===== src/rtl/pipeline_sequencer_pkg.sv =====
// rtl/pipeline_sequencer_pkg.sv - run-control state encoding and pipeline control bundle
package pipeline_sequencer_pkg;

  typedef enum logic [1:0] {
    ST_IDLE   = 2'd0,
    ST_RUN    = 2'd1,
    ST_STEP   = 2'd2,
    ST_HALTED = 2'd3
  } seq_state_t;

  localparam int DEFAULT_CNT_SIZE = 32;

  typedef struct packed {
    logic pc_enable;
    logic if_id_enable;
    logic if_id_flush;
    logic id_ex_enable;
    logic id_ex_flush;
    logic ex_mem_enable;
    logic mem_wb_enable;
  } pipe_ctrl_t;

  function automatic logic is_advancing(seq_state_t s);
    return (s == ST_RUN) || (s == ST_STEP);
  endfunction

endpackage


===== src/rtl/pipeline_sequencer_if.sv =====
// rtl/pipeline_sequencer_if.sv - debug/hazard inputs and pipeline controls; PIPE_CYCLE_COUNTER_EN adds o_cycle_count
interface pipeline_sequencer_if
`ifdef PIPE_CYCLE_COUNTER_EN
  #(parameter int CNT_SIZE = pipeline_sequencer_pkg::DEFAULT_CNT_SIZE)
`endif
  ;

  logic i_start;
  logic i_step;
  logic i_load_use;
  logic i_jmp_taken;
  logic i_halt_wb;
  logic o_pc_enable;
  logic o_if_id_enable;
  logic o_if_id_flush;
  logic o_id_ex_enable;
  logic o_id_ex_flush;
  logic o_ex_mem_enable;
  logic o_mem_wb_enable;
  logic o_running;
  logic o_halted;
`ifdef PIPE_CYCLE_COUNTER_EN
  logic [CNT_SIZE-1:0] o_cycle_count;
`endif

  modport master (
    output i_start, i_step, i_load_use, i_jmp_taken, i_halt_wb,
    input  o_pc_enable, o_if_id_enable, o_if_id_flush, o_id_ex_enable,
           o_id_ex_flush, o_ex_mem_enable, o_mem_wb_enable, o_running, o_halted
`ifdef PIPE_CYCLE_COUNTER_EN
    , input o_cycle_count
`endif
  );

  modport slave (
    input  i_start, i_step, i_load_use, i_jmp_taken, i_halt_wb,
    output o_pc_enable, o_if_id_enable, o_if_id_flush, o_id_ex_enable,
           o_id_ex_flush, o_ex_mem_enable, o_mem_wb_enable, o_running, o_halted
`ifdef PIPE_CYCLE_COUNTER_EN
    , output o_cycle_count
`endif
  );

endinterface


===== src/rtl/pipeline_sequencer_stall_flush_decoder.sv =====
// rtl/pipeline_sequencer_stall_flush_decoder.sv - maps advance/load-use/jump onto pipeline enables and flushes
module pipeline_sequencer_stall_flush_decoder
  import pipeline_sequencer_pkg::*;
(
  input  logic       advance,
  input  logic       load_use,
  input  logic       jmp_taken,
  output pipe_ctrl_t ctrl
);

  always_comb begin
    ctrl = '0;
    if (advance) begin
      ctrl.pc_enable     = 1'b1;
      ctrl.if_id_enable  = 1'b1;
      ctrl.id_ex_enable  = 1'b1;
      ctrl.ex_mem_enable = 1'b1;
      ctrl.mem_wb_enable = 1'b1;
      // Load-use holds PC and IF/ID so a coincident jump is seen again next cycle.
      if (load_use) begin
        ctrl.pc_enable    = 1'b0;
        ctrl.if_id_enable = 1'b0;
        ctrl.id_ex_flush  = 1'b1;
      end else if (jmp_taken) begin
        ctrl.if_id_flush = 1'b1;
      end
    end
  end

endmodule


===== src/rtl/pipeline_sequencer.sv =====
// rtl/pipeline_sequencer.sv - pipeline run-control FSM; PIPE_CYCLE_COUNTER_EN enables the advancing-cycle counter
module pipeline_sequencer
  import pipeline_sequencer_pkg::*;
(
  input  logic                i_clk,
  input  logic                i_reset,
  pipeline_sequencer_if.slave bus
);

  seq_state_t state;
  seq_state_t next_state;
  logic       advance;
  logic       running_q;
  logic       halted_q;
  pipe_ctrl_t ctrl;

  // Reset kills the enables in the same cycle, before the state register clears.
  assign advance = is_advancing(state) && !i_reset;

  always_comb begin
    next_state = state;
    case (state)
      ST_IDLE: begin
        if (bus.i_start)     next_state = ST_RUN;
        else if (bus.i_step) next_state = ST_STEP;
      end
      ST_RUN:    if (bus.i_halt_wb) next_state = ST_HALTED;
      ST_STEP:   next_state = bus.i_halt_wb ? ST_HALTED : ST_IDLE;
      ST_HALTED: next_state = ST_HALTED;
      default:   next_state = ST_IDLE;
    endcase
  end

  always_ff @(posedge i_clk) begin
    if (i_reset) begin
      state     <= ST_IDLE;
      running_q <= 1'b0;
      halted_q  <= 1'b0;
    end else begin
      state     <= next_state;
      running_q <= is_advancing(next_state);
      halted_q  <= (next_state == ST_HALTED);
    end
  end

  pipeline_sequencer_stall_flush_decoder u_decoder (
    .advance   (advance),
    .load_use  (bus.i_load_use),
    .jmp_taken (bus.i_jmp_taken),
    .ctrl      (ctrl)
  );

  assign bus.o_pc_enable     = ctrl.pc_enable;
  assign bus.o_if_id_enable  = ctrl.if_id_enable;
  assign bus.o_if_id_flush   = ctrl.if_id_flush;
  assign bus.o_id_ex_enable  = ctrl.id_ex_enable;
  assign bus.o_id_ex_flush   = ctrl.id_ex_flush;
  assign bus.o_ex_mem_enable = ctrl.ex_mem_enable;
  assign bus.o_mem_wb_enable = ctrl.mem_wb_enable;
  assign bus.o_running       = running_q;
  assign bus.o_halted        = halted_q;

`ifdef PIPE_CYCLE_COUNTER_EN
  logic [$bits(bus.o_cycle_count)-1:0] cycle_count;

  always_ff @(posedge i_clk) begin
    if (i_reset)
      cycle_count <= '0;
    else if (advance)
      cycle_count <= cycle_count + {{($bits(cycle_count)-1){1'b0}}, 1'b1};
  end

  assign bus.o_cycle_count = cycle_count;
`endif

endmodule


===== src/flat_wrapper.sv =====
// flat-port wrapper written by rule: the top's interface ports become plain ports
module pipeline_sequencer_flat import pipeline_sequencer_pkg::*;
  (i_clk, i_reset, bus_i_start, bus_i_step, bus_i_load_use, bus_i_jmp_taken, bus_i_halt_wb, bus_o_pc_enable, bus_o_if_id_enable, bus_o_if_id_flush, bus_o_id_ex_enable, bus_o_id_ex_flush, bus_o_ex_mem_enable, bus_o_mem_wb_enable, bus_o_running, bus_o_halted);
  pipeline_sequencer_if bus_i ();
  input  logic i_clk;
  input  logic i_reset;
  input wire logic [$bits(bus_i.i_start)-1:0] bus_i_start;
  input wire logic [$bits(bus_i.i_step)-1:0] bus_i_step;
  input wire logic [$bits(bus_i.i_load_use)-1:0] bus_i_load_use;
  input wire logic [$bits(bus_i.i_jmp_taken)-1:0] bus_i_jmp_taken;
  input wire logic [$bits(bus_i.i_halt_wb)-1:0] bus_i_halt_wb;
  output wire logic [$bits(bus_i.o_pc_enable)-1:0] bus_o_pc_enable;
  output wire logic [$bits(bus_i.o_if_id_enable)-1:0] bus_o_if_id_enable;
  output wire logic [$bits(bus_i.o_if_id_flush)-1:0] bus_o_if_id_flush;
  output wire logic [$bits(bus_i.o_id_ex_enable)-1:0] bus_o_id_ex_enable;
  output wire logic [$bits(bus_i.o_id_ex_flush)-1:0] bus_o_id_ex_flush;
  output wire logic [$bits(bus_i.o_ex_mem_enable)-1:0] bus_o_ex_mem_enable;
  output wire logic [$bits(bus_i.o_mem_wb_enable)-1:0] bus_o_mem_wb_enable;
  output wire logic [$bits(bus_i.o_running)-1:0] bus_o_running;
  output wire logic [$bits(bus_i.o_halted)-1:0] bus_o_halted;
  assign bus_i.i_start = bus_i_start;
  assign bus_i.i_step = bus_i_step;
  assign bus_i.i_load_use = bus_i_load_use;
  assign bus_i.i_jmp_taken = bus_i_jmp_taken;
  assign bus_i.i_halt_wb = bus_i_halt_wb;
  assign bus_o_pc_enable = bus_i.o_pc_enable;
  assign bus_o_if_id_enable = bus_i.o_if_id_enable;
  assign bus_o_if_id_flush = bus_i.o_if_id_flush;
  assign bus_o_id_ex_enable = bus_i.o_id_ex_enable;
  assign bus_o_id_ex_flush = bus_i.o_id_ex_flush;
  assign bus_o_ex_mem_enable = bus_i.o_ex_mem_enable;
  assign bus_o_mem_wb_enable = bus_i.o_mem_wb_enable;
  assign bus_o_running = bus_i.o_running;
  assign bus_o_halted = bus_i.o_halted;
  pipeline_sequencer u_core (.i_clk(i_clk), .i_reset(i_reset), .bus(bus_i));
endmodule

===== config.mk =====
export PLATFORM = sky130hd
export DESIGN_NAME = pipeline_sequencer_flat
export DESIGN_NICKNAME = d
export VERILOG_FILES = /design/src/rtl/pipeline_sequencer_pkg.sv /design/src/rtl/pipeline_sequencer_if.sv /design/src/rtl/pipeline_sequencer_stall_flush_decoder.sv /design/src/rtl/pipeline_sequencer.sv /design/src/flat_wrapper.sv
export SDC_FILE = /design/constraint.sdc
export NUM_CORES = 1
export LEC_CHECK = 0
export CELL_PAD_IN_SITES_DETAIL_PLACEMENT = 0
export CELL_PAD_IN_SITES_GLOBAL_PLACEMENT = 1
export CORE_MARGIN = 2
export CORE_UTILIZATION = 22
export DETAILED_ROUTE_END_ITERATION = 10
export PLACE_DENSITY_LB_ADDON = 0.1
export SLEW_MARGIN = 5
export SYNTH_ARGS = -nofsm -noshare
export SYNTH_HDL_FRONTEND = slang
export SYNTH_SLANG_ARGS = --single-unit

===== constraint.sdc =====
create_clock -name i_clk -period 1.7 [get_ports i_clk]
set_clock_uncertainty 0.2 [all_clocks]
set_input_delay 0.255 -clock i_clk [delete_from_list [all_inputs] [get_ports i_clk]]
set_output_delay 0.255 -clock i_clk [all_outputs]
set_load 0.01 [all_outputs]

==> flow_metrics.tcl, run 1 <==
set metrics [dict create \
    coreArea_um2 1285 \
    cts-root-buf "clkbuf_4" \
    worstHoldPathType "reg2reg" \
    die-area_um2 1683 \
    setup.worst_path.end_class "output port" \
    syn_nets 45 \
    cts.sinks 4 \
    first_pass_grt_wire_length_um 1083 \
    finish.utilization 0.4664 \
    detailedPlacementHpwl_um 566 \
    netlist-cell-type-count 17 \
    count_of_pins_over_their_slew_limit 0 \
    synthesis.yosys.warnings 0 \
    cts_made_buffers 3 \
    layout.cells.most_common_list "clkdlybuf4s50_1 (8), buf_4 (8), buf_6 (5)" \
    fp.dieW_um 41.02 \
    grt-ovfl-total 0 \
    synthesis.area_um2 301.5 \
    dieHeight_um 41.02 \
    postSynthRegisterBits 4 \
    vdd_drop_max_uv 360.8 \
    power.density_cell_area_nw_per_um2 918.3 \
    timing.slew.headroom 0.8383 \
    static_power_due_to_leakage_nw 0.2706 \
    buffer_ports.inserted 15 \
    layout-drive-gt1-share 0.6034 \
    grt_pass1_vias 275 \
    floorplan.initialDensity 0.2347 \
    cts.path.max_buffers 2 \
    post-route-cell-area_um2 599.3 \
    timing.final.setup_violations 8 \
    hold_fails_final_rpt 0 \
    finalCritPeriodShare 1.085 \
    cts_hold_buf 0 \
    std_cell_rows 13 \
    finish.net_count 72 \
    gp_congestion 0.6396 \
    maximum_number_of_pins_on_one_net_before_global_route_repair 5 \
    clkLatencyLatePin_ns 0.24 \
    io_pins 16 \
    maxCapViolCount 0 \
    cp.arrival_ns 1.39 \
    areaGrowthSynthToFinish_pct 98.76 \
    final_antenna_net_count 0 \
    detail_route.vias_per_cell 4.260 \
    drc_errors 0 \
    syn-mean-instance-area_um2 9.138 \
    dpl-instance-area_um2 521.8 \
    outcome "complete, but fails checks" \
    firstDrtPassIters 2 \
    clock_tree_from_tritoncts "yes" \
    finalCriticalPeriod_ns 1.845 \
    maxClockFrequency_ghz 0.5421 \
    synth-seq-area-share 0.2656 \
    timing.setup.critical_path_class "reg2out" \
    final_critical_path_setup_slack_ns -0.1448 \
    syn-instance-count 33 \
    grt_antenna_before_repair 0 \
    clk_pin_slew_ns 0.04 \
    dr_total_vias 311 \
    drt_iter0_drc 1 \
    start_kind "flop" \
    post_drt_wl_per_cell_um 10.95 \
    timing_worst_slew_pin_value_ns 0.2400 \
    postRouteWirelength_um 799 \
    crit_required_ns 1.24 \
    violations "negative setup slack" \
    setup_repair_after_global_routing_missed_its_margin "true" \
    antenna_cells 0 \
    timing.critical_path.fanout_max 3 \
    clock_tree.htree_level_count 1 \
    grt_use_total 0.1031 \
]
[per-stage QoR]
| stage | hold slack, ns | TNS (ns) | cells | worst slack [ns] | power (mW) |
|---|---|---|---|---|---|
| global route | 0.5759 | -1.116 | 73 | -0.2300 | 0.5952 |
| floorplan | 0.1167 | -0.01439 | 33 | -0.01439 | 0.2470 |
| detailed placement | 0.5147 | -2.381 | 69 | -0.4263 | 0.3765 |
| global placement | 0.5149 | -2.396 | 69 | -0.4231 | 0.3741 |
| finish | 0.5195 | -0.5255 | 73 | -0.1448 | 0.5504 |
| CTS | 0.5220 | -0.4489 | 72 | -0.1578 | 0.5237 |
[path summary, 6_finish.rpt]
check / slack, ns / depth (start not counted) / from / to
worst min register to register: 0.52 / 4 / u_core.state[1]$_SDFF_PP0_ / u_core.state[1]$_SDFF_PP0_
worst min-delay path: 0.52 / 4 / u_core.state[1]$_SDFF_PP0_ / u_core.state[1]$_SDFF_PP0_
worst max-delay path: -0.14 / 6 / u_core.state[0]$_SDFF_PP0_ / bus_o_if_id_flush
worst max register to register: -0.03 / 8 / u_core.state[0]$_SDFF_PP0_ / u_core.bus.o_running$_SDFF_PP0_
[logic make-up after synthesis]
logic type | after synthesis | share of synthesized area
AOI/OAI and AO/OA | 10 | 0.2157
and+or+nand+nor | 9 | 0.2116
buffers and inverters | 5 | 0.09959
adders and majority gates | 5 | 0.2075
DFF | 4 | 0.2656
[synth_stat cells, drive strengths merged]
cell type | n | area share
a211oi | 1 | 0.041
a21o | 2 | 0.050
a21oi | 3 | 0.050
and2 | 2 | 0.041
and2b | 2 | 0.050
buf | 3 | 0.075
dfxtp | 4 | 0.27
ha | 5 | 0.21
inv | 2 | 0.025
nand2 | 1 | 0.012
nor2 | 1 | 0.012
nor2b | 3 | 0.095
o21a | 1 | 0.025
o21ai | 3 | 0.050
[worst max-delay path, stage by stage (launching register included)]
cell and delay (ns):
dfxtp_2 0.33, inv_2 0.05, ha_4 0.25, nor2b_4 0.14, nor2b_4 0.15, and2_1 0.11, buf_2 0.12
[per-layer routing]
| layer | up-vias | track usage | routed length [µm] |
|---|---|---|---|
| met3 | 0 | 0.06522 | 51 |
| met1 | 138 | 0.1006 | 335 |
| met4 | 0 | 0 | 0 |
| met5 | - | 0 | 0 |
| li1 | 158 | - | - |
| met2 | 15 | 0.1914 | 413 |
[report_power, final]
part / internal [mW] / total, mW / switching [mW]
clock: 0.0791 / 0.120 / 0.0408
combinational: 0.183 / 0.310 / 0.127
sequential: 0.114 / 0.121 / 0.00723
total: 0.376 / 0.550 / 0.175
[final cells by class]
| class | instances | area, µm² |
|---|---|---|
| tap | 15 | 18.77 |
| timing repair buffer | 25 | 216.5 |
| sequential | 4 | 82.58 |
| fill | 124 | 685.7 |
| multi-input combinational | 24 | 251.5 |
| clock buffer | 3 | 22.52 |
| inverter | 2 | 7.507 |
[registers in the layout (all words and copies together) (netlist names)]
register,count
u_core.bus.o_halted,1
u_core.bus.o_running,1
u_core.state,2
[repair_timing]
item / 4_1_cts / 5_1_grt
resized for setup: 41 / 6
setup endpoints to repair: 9 / 9
setup buffers: 0 / 1
pin swaps: 4 / 4
No activity file was read; power rests on OpenSTA's default activity.
==> inputs of run 2 (changes only) <==
CORE_AREA = 2 2 39 41   (was not set)
CORE_MARGIN = not set   (was 2)
CORE_UTILIZATION = not set   (was 22)
CTS_BUF_LIST = sky130_fd_sc_hd__clkbuf_4   (was not set)
DIE_AREA = 0 0 41 43   (was not set)
==> flow_metrics.tcl, run 2 (synthesis results as in run 1) <==
set metrics [dict create \
    outcome "complete, but fails checks" \
    violations "negative setup slack" \
    clock_tree_from_tritoncts "yes" \
    setup.worst_path.end_class "output port" \
    post_drt_wl_per_cell_um 10.76 \
    postRouteWirelength_um 818 \
    finalCriticalPeriod_ns 1.842 \
    layout-drive-gt1-share 0.6500 \
    grt-ovfl-total 0 \
    dr_total_vias 329 \
    cp.arrival_ns 1.39 \
    whs_path_depth 4 \
    largest_register_ff_count 2 \
    areaGrowthSynthToFinish_pct 110.0 \
    timing.slew.headroom 0.8229 \
    layout.cells.most_common_list "buf_4 (10), clkdlybuf4s50_1 (8), buf_6 (7)" \
    ff2ff_path_depth 8 \
    detail_route.vias_per_cell 4.329 \
    hold_fails_final_rpt 0 \
    clkLatencyLatePin_ns 0.23 \
    die-area_um2 1763 \
    final_critical_path_setup_slack_ns -0.1417 \
    drc_errors 0 \
    timing.final.setup_violations 7 \
    grt_use_total 0.1126 \
    gp_congestion 0.6539 \
    worstHoldPathType "reg2reg" \
    io_pins 16 \
    highest-signal-layer "met3" \
    static_power_due_to_leakage_nw 0.2819 \
    first_pass_grt_wire_length_um 1338 \
    timing_worst_slew_pin_value_ns 0.2628 \
    intPower_uw 383.7 \
    clk_pin_slew_ns 0.04 \
    maxCapViolCount 0 \
    post-route-cell-area_um2 633.1 \
    drt_iter0_drc 2 \
    maximum_number_of_pins_on_one_net_before_global_route_repair 5 \
    timing.critical_path.fanout_max 3 \
    layout_commonest_cell "buf_4" \
    antenna_cells 0 \
    finish.net_count 74 \
    dieHeight_um 43 \
    cts.path.max_buffers 2 \
    placed_cells 69 \
    coreArea_um2 1384 \
    timing.rr.start "u_core.state[1]$_SDFF_PP0_" \
    route.met2.wl_um 454 \
    count_of_pins_over_their_slew_limit 0 \
    power.share.clock 0.207 \
    setup_repair_after_global_routing_missed_its_margin "true" \
    buffer_ports.inserted 15 \
    std_cell_rows 14 \
    grt_pass1_vias 358 \
    cts-root-buf "clkbuf_4" \
    detailedPlacementHpwl_um 641.3 \
    wl_met3_um 71 \
    regToRegEndpoint "u_core.bus.o_running$_SDFF_PP0_" \
    setup_slack_of_the_worst_register_to_register_path_ns -0.04 \
    maxClockFrequency_ghz 0.5430 \
    netSwitchingFraction 0.3140 \
    net-switching-power_uw 175.7 \
    timing.setup.critical_path_class "reg2out" \
    fin_cells 76 \
    start_kind "flop" \
    critPathCapture "bus_o_if_id_flush" \
    crit_required_ns 1.24 \
    dpl-instance-area_um2 515.5 \
    seqPwrFrac 0.219 \
    final_antenna_net_count 0 \
    fp.dieW_um 41 \
    cts.sinks 4 \
    combPwrFrac 0.574 \
    cts_hold_buf 0 \
    firstDrtPassIters 2 \
    finalCritPeriodShare 1.083 \
    grt_antenna_before_repair 0 \
    vdd_drop_max_uv 440.9 \
    timing.critical_path.from "u_core.state[0]$_SDFF_PP0_" \
    detail_route.wirelength.met1_um 293 \
    clock_tree.htree_level_count 1 \
    floorplan.initialDensity 0.2179 \
    max_flop_register "u_core.state" \
    cts_made_buffers 3 \
    power.density_cell_area_nw_per_um2 883.4 \
]
[run 2: changes by cell type in the layout (fill, tap and decap cells not counted), sizes merged]
cell	change
buf	+2
[run 2: worst min path at each step]
stage	start	to	slack, ns
after floorplan	i_reset	u_core.state[1]$_SDFF_PP0_	0.12
after global placement	u_core.state[1]$_SDFF_PP0_	u_core.state[1]$_SDFF_PP0_	0.50
after detailed placement	u_core.state[1]$_SDFF_PP0_	u_core.state[1]$_SDFF_PP0_	0.50
after CTS	u_core.state[0]$_SDFF_PP0_	u_core.state[1]$_SDFF_PP0_	0.52
after global routing	u_core.state[0]$_SDFF_PP0_	u_core.state[1]$_SDFF_PP0_	0.57
final	u_core.state[0]$_SDFF_PP0_	u_core.state[1]$_SDFF_PP0_	0.52
[run 2: cell type report]
class	count	area, µm²
repair buffers	27	244.0
flip-flops and latches	4	82.58
inverters	2	7.507
fillers	139	750.7
well taps	16	20.02
multi-input cells	24	256.5
clock buffers	3	22.52
[run 2: timing repair]
item,in CTS,in global routing
buffers inserted,1,3
endpoints found under the setup margin,9,9
hold endpoints to repair,0,0
resized for setup,42,9
pin swaps,6,3
[run 2: routing by layer]
layer  vias up  GRT usage
met4         0    0.06000
met5         -          0
li1        162          -
met1       152     0.1065
met3         0    0.05236
met2        15     0.1875
[run 2: power by group through the flow]
stage          clock [mW]  combinational, mW  sequential, mW
2_1_floorplan           0              0.118           0.129
3_3_place_gp            0              0.244           0.121
3_5_place_dp            0              0.253           0.121
4_1_cts             0.122              0.282           0.122
5_1_grt             0.129              0.352           0.124
6_report            0.116              0.321           0.123
[run 2: critical path, stage by stage, from the launching register on]
cell,delay [ns]
dfxtp_2,0.33
inv_2,0.05
ha_4,0.25
nor2b_4,0.14
nor2b_4,0.16
and2_4,0.14
buf_6,0.09
[run 2: metrics by stage]
step	worst slack [ns]	hold slack (ns)	utilization	setup TNS, ns	power (mW)
global placement	-0.4009	0.4951	0.3725	-2.240	0.3650
global route	-0.2143	0.5713	0.4575	-0.9932	0.6056
floorplan	-0.01439	0.1167	-	-0.01439	0.2470
detailed placement	-0.4209	0.5047	0.3725	-2.462	0.3738
CTS	-0.1523	0.5172	0.4105	-0.4142	0.5262
finish	-0.1417	0.5248	0.4575	-0.5430	0.5593
==> inputs of run 3 (changes only) <==
CELL_PAD_IN_SITES_GLOBAL_PLACEMENT = 2   (was 1)
CORE_AREA = not set   (was 2 2 39 41)
CORE_MARGIN = 2   (was not set)
CORE_UTILIZATION = 19   (was not set)
DIE_AREA = not set   (was 0 0 41 43)
TNS_END_PERCENT = 5   (was not set)
==> flow_metrics.tcl, run 3 (synthesis results as in run 1) <==
set metrics [dict create \
    path_common_cell "nor2b_4" \
    finish.utilization 0.3748 \
    ff2ff_path_depth 8 \
    net-switching-power_uw 148.1 \
    layout-drive-gt1-share 0.5088 \
    outcome "complete, but fails checks" \
    finish.net_count 71 \
    n_fill_cell 156 \
    cp.depth 6 \
    dpl-instance-area_um2 523.0 \
    cp_top_family "simple AND/OR/NAND/NOR gates" \
    timing_worst_slew_pin_value_ns 0.2883 \
    start_kind "flop" \
    detailedPlacementHpwl_um 594.7 \
    power.density_cell_area_nw_per_um2 902.2 \
    timing.critical_path.fanout_max 3 \
    std_cell_rows 14 \
    clk_pin_slew_ns 0.04 \
    worst-path-buf-inv 2 \
    cpPeakStageDelay_ns 0.32 \
    clkLatencyLatePin_ns 0.23 \
    gp_congestion 0.6740 \
    areaGrowthSynthToFinish_pct 85.06 \
    crit_required_ns 1.24 \
    cts.repair_timing.setup_buffer_count 0 \
    timing.setup.critical_path_class "reg2out" \
    fin_cells 73 \
    multi_input_gate_area_um2 214.0 \
    power.share.clock 0.225 \
    whs_path_depth 4 \
    cts.path.max_buffers 2 \
    design_power_total_uw 503.4 \
    seqPwrFrac 0.241 \
    placement.setup.worst_slack_ns -0.4365 \
    firstDrtPassIters 1 \
    dr_total_vias 298 \
    postRouteWirelength_um 716 \
    maxClockFrequency_ghz 0.5446 \
    max_flop_register "u_core.state" \
    detail_route.vias_per_cell 4.082 \
    drc_errors 0 \
    io_pins 16 \
    area.sequential_um2 82.58 \
    finalCritPeriodShare 1.080 \
    netSwitchingFraction 0.2942 \
    clock_tree_from_tritoncts "yes" \
    holdWs_ns 0.5209 \
    buffer_ports.inserted 15 \
    intPower_uw 355.3 \
    cts_made_buffers 3 \
    floorplan.initialDensity 0.2025 \
    count_of_pins_over_their_slew_limit 0 \
    post-route-cell-area_um2 558.0 \
    timing.critical_path.slowest_stage_cell "dfxtp_2" \
    timing.final.setup_violations 5 \
    clock_tree.htree_level_count 1 \
    final_critical_path_setup_slack_ns -0.1363 \
    largest_register_ff_count 2 \
    layout.cells.most_common_list "clkdlybuf4s50_1 (8), buf_4 (8), buf_6 (5)" \
    hold_fails_final_rpt 0 \
    violations "negative setup slack" \
    grt-ovfl-total 0 \
    cp.arrival_ns 1.38 \
    maxCapViolCount 0 \
    fp.dieW_um 43.84 \
    vdd_drop_max_uv 390.8 \
    grt_pass1_vias 298 \
    timing.slew.headroom 0.8058 \
    grt_use_total 0.08149 \
    dieHeight_um 43.84 \
    maximum_number_of_pins_on_one_net_before_global_route_repair 5 \
    setup_repair_after_global_routing_missed_its_margin "true" \
    post_drt_wl_per_cell_um 9.808 \
    placed_cells 70 \
    die-area_um2 1922 \
    cts-root-buf "clkbuf_4" \
    finalCriticalPeriod_ns 1.836 \
    grt_antenna_before_repair 0 \
    worstHoldPathType "reg2reg" \
    coreArea_um2 1489 \
    cts.sinks 4 \
    drt_iter0_drc 0 \
    setup.worst_path.end_class "output port" \
    antenna_cells 0 \
    static_power_due_to_leakage_nw 0.2641 \
    combPwrFrac 0.534 \
    final_antenna_net_count 0 \
    first_pass_grt_wire_length_um 1145 \
    totalNegativeSetupSlack_ns -0.3762 \
    critical_path.cell_chain "inv_2 -> ha_4 -> nor2b_4 -> nor2b_4 -> and2_4 -> buf_6" \
]
-- run 3: cell count changes in the layout (fill, tap and decap cells not counted) --
cell,previous run,this run
ha_1,0,3
a21oi_1,1,3
a21oi_2,2,0
buf_4,10,8
buf_6,7,5
ha_4,3,1
o21ai_1,0,2
o21ai_2,2,0
buf_2,2,3
ha_2,2,1
-- run 3: area by class of cell --
type | count | area share
sequential | 4 | 0.1480
tap | 16 | 0.03587
inverter | 2 | 0.01345
clock buffer | 3 | 0.04036
timing repair buffer | 24 | 0.3789
multi-input combinational | 24 | 0.3834
-- run 3: power by group through the flow --
stage | Clock (mW) | Sequential (mW) | Combinational, mW
floorplan | 0 | 0.129 | 0.118
detailed placement | 0 | 0.121 | 0.256
global route | 0.126 | 0.123 | 0.299
finish | 0.113 | 0.121 | 0.269
CTS | 0.119 | 0.122 | 0.255
global placement | 0 | 0.120 | 0.254
-- run 3: worst min-delay path, cell delays in order, from the launching register on --
cell     delay (ns)
dfxtp_2        0.31
inv_2          0.07
ha_4           0.13
a21o_1         0.10
a21oi_1        0.06
-- run 3: repair_timing --
action	4_1_cts	5_1_grt
resized for setup	35	5
hold buffers	0	0
pin swaps	1	0
cloned	0	0
endpoints found under the setup margin	9	9
-- run 3: path summary, 6_finish.rpt --
kind	from	end	slack, ns
worst min register to register	u_core.state[1]$_SDFF_PP0_	u_core.state[1]$_SDFF_PP0_	0.52
worst max register to register	u_core.state[1]$_SDFF_PP0_	u_core.bus.o_running$_SDFF_PP0_	-0.08
worst min-delay path	u_core.state[1]$_SDFF_PP0_	u_core.state[1]$_SDFF_PP0_	0.52
worst max-delay path	u_core.state[0]$_SDFF_PP0_	bus_o_if_id_flush	-0.14
-- run 3: per-layer routing --
layer | track usage | vias to the layer above | routed length [µm]
li1 | - | 158 | -
met1 | 0.07789 | 130 | 273
met2 | 0.1529 | 10 | 392
met3 | 0.04167 | 0 | 50
met4 | 0.01818 | 0 | 0
met5 | 0 | - | 0
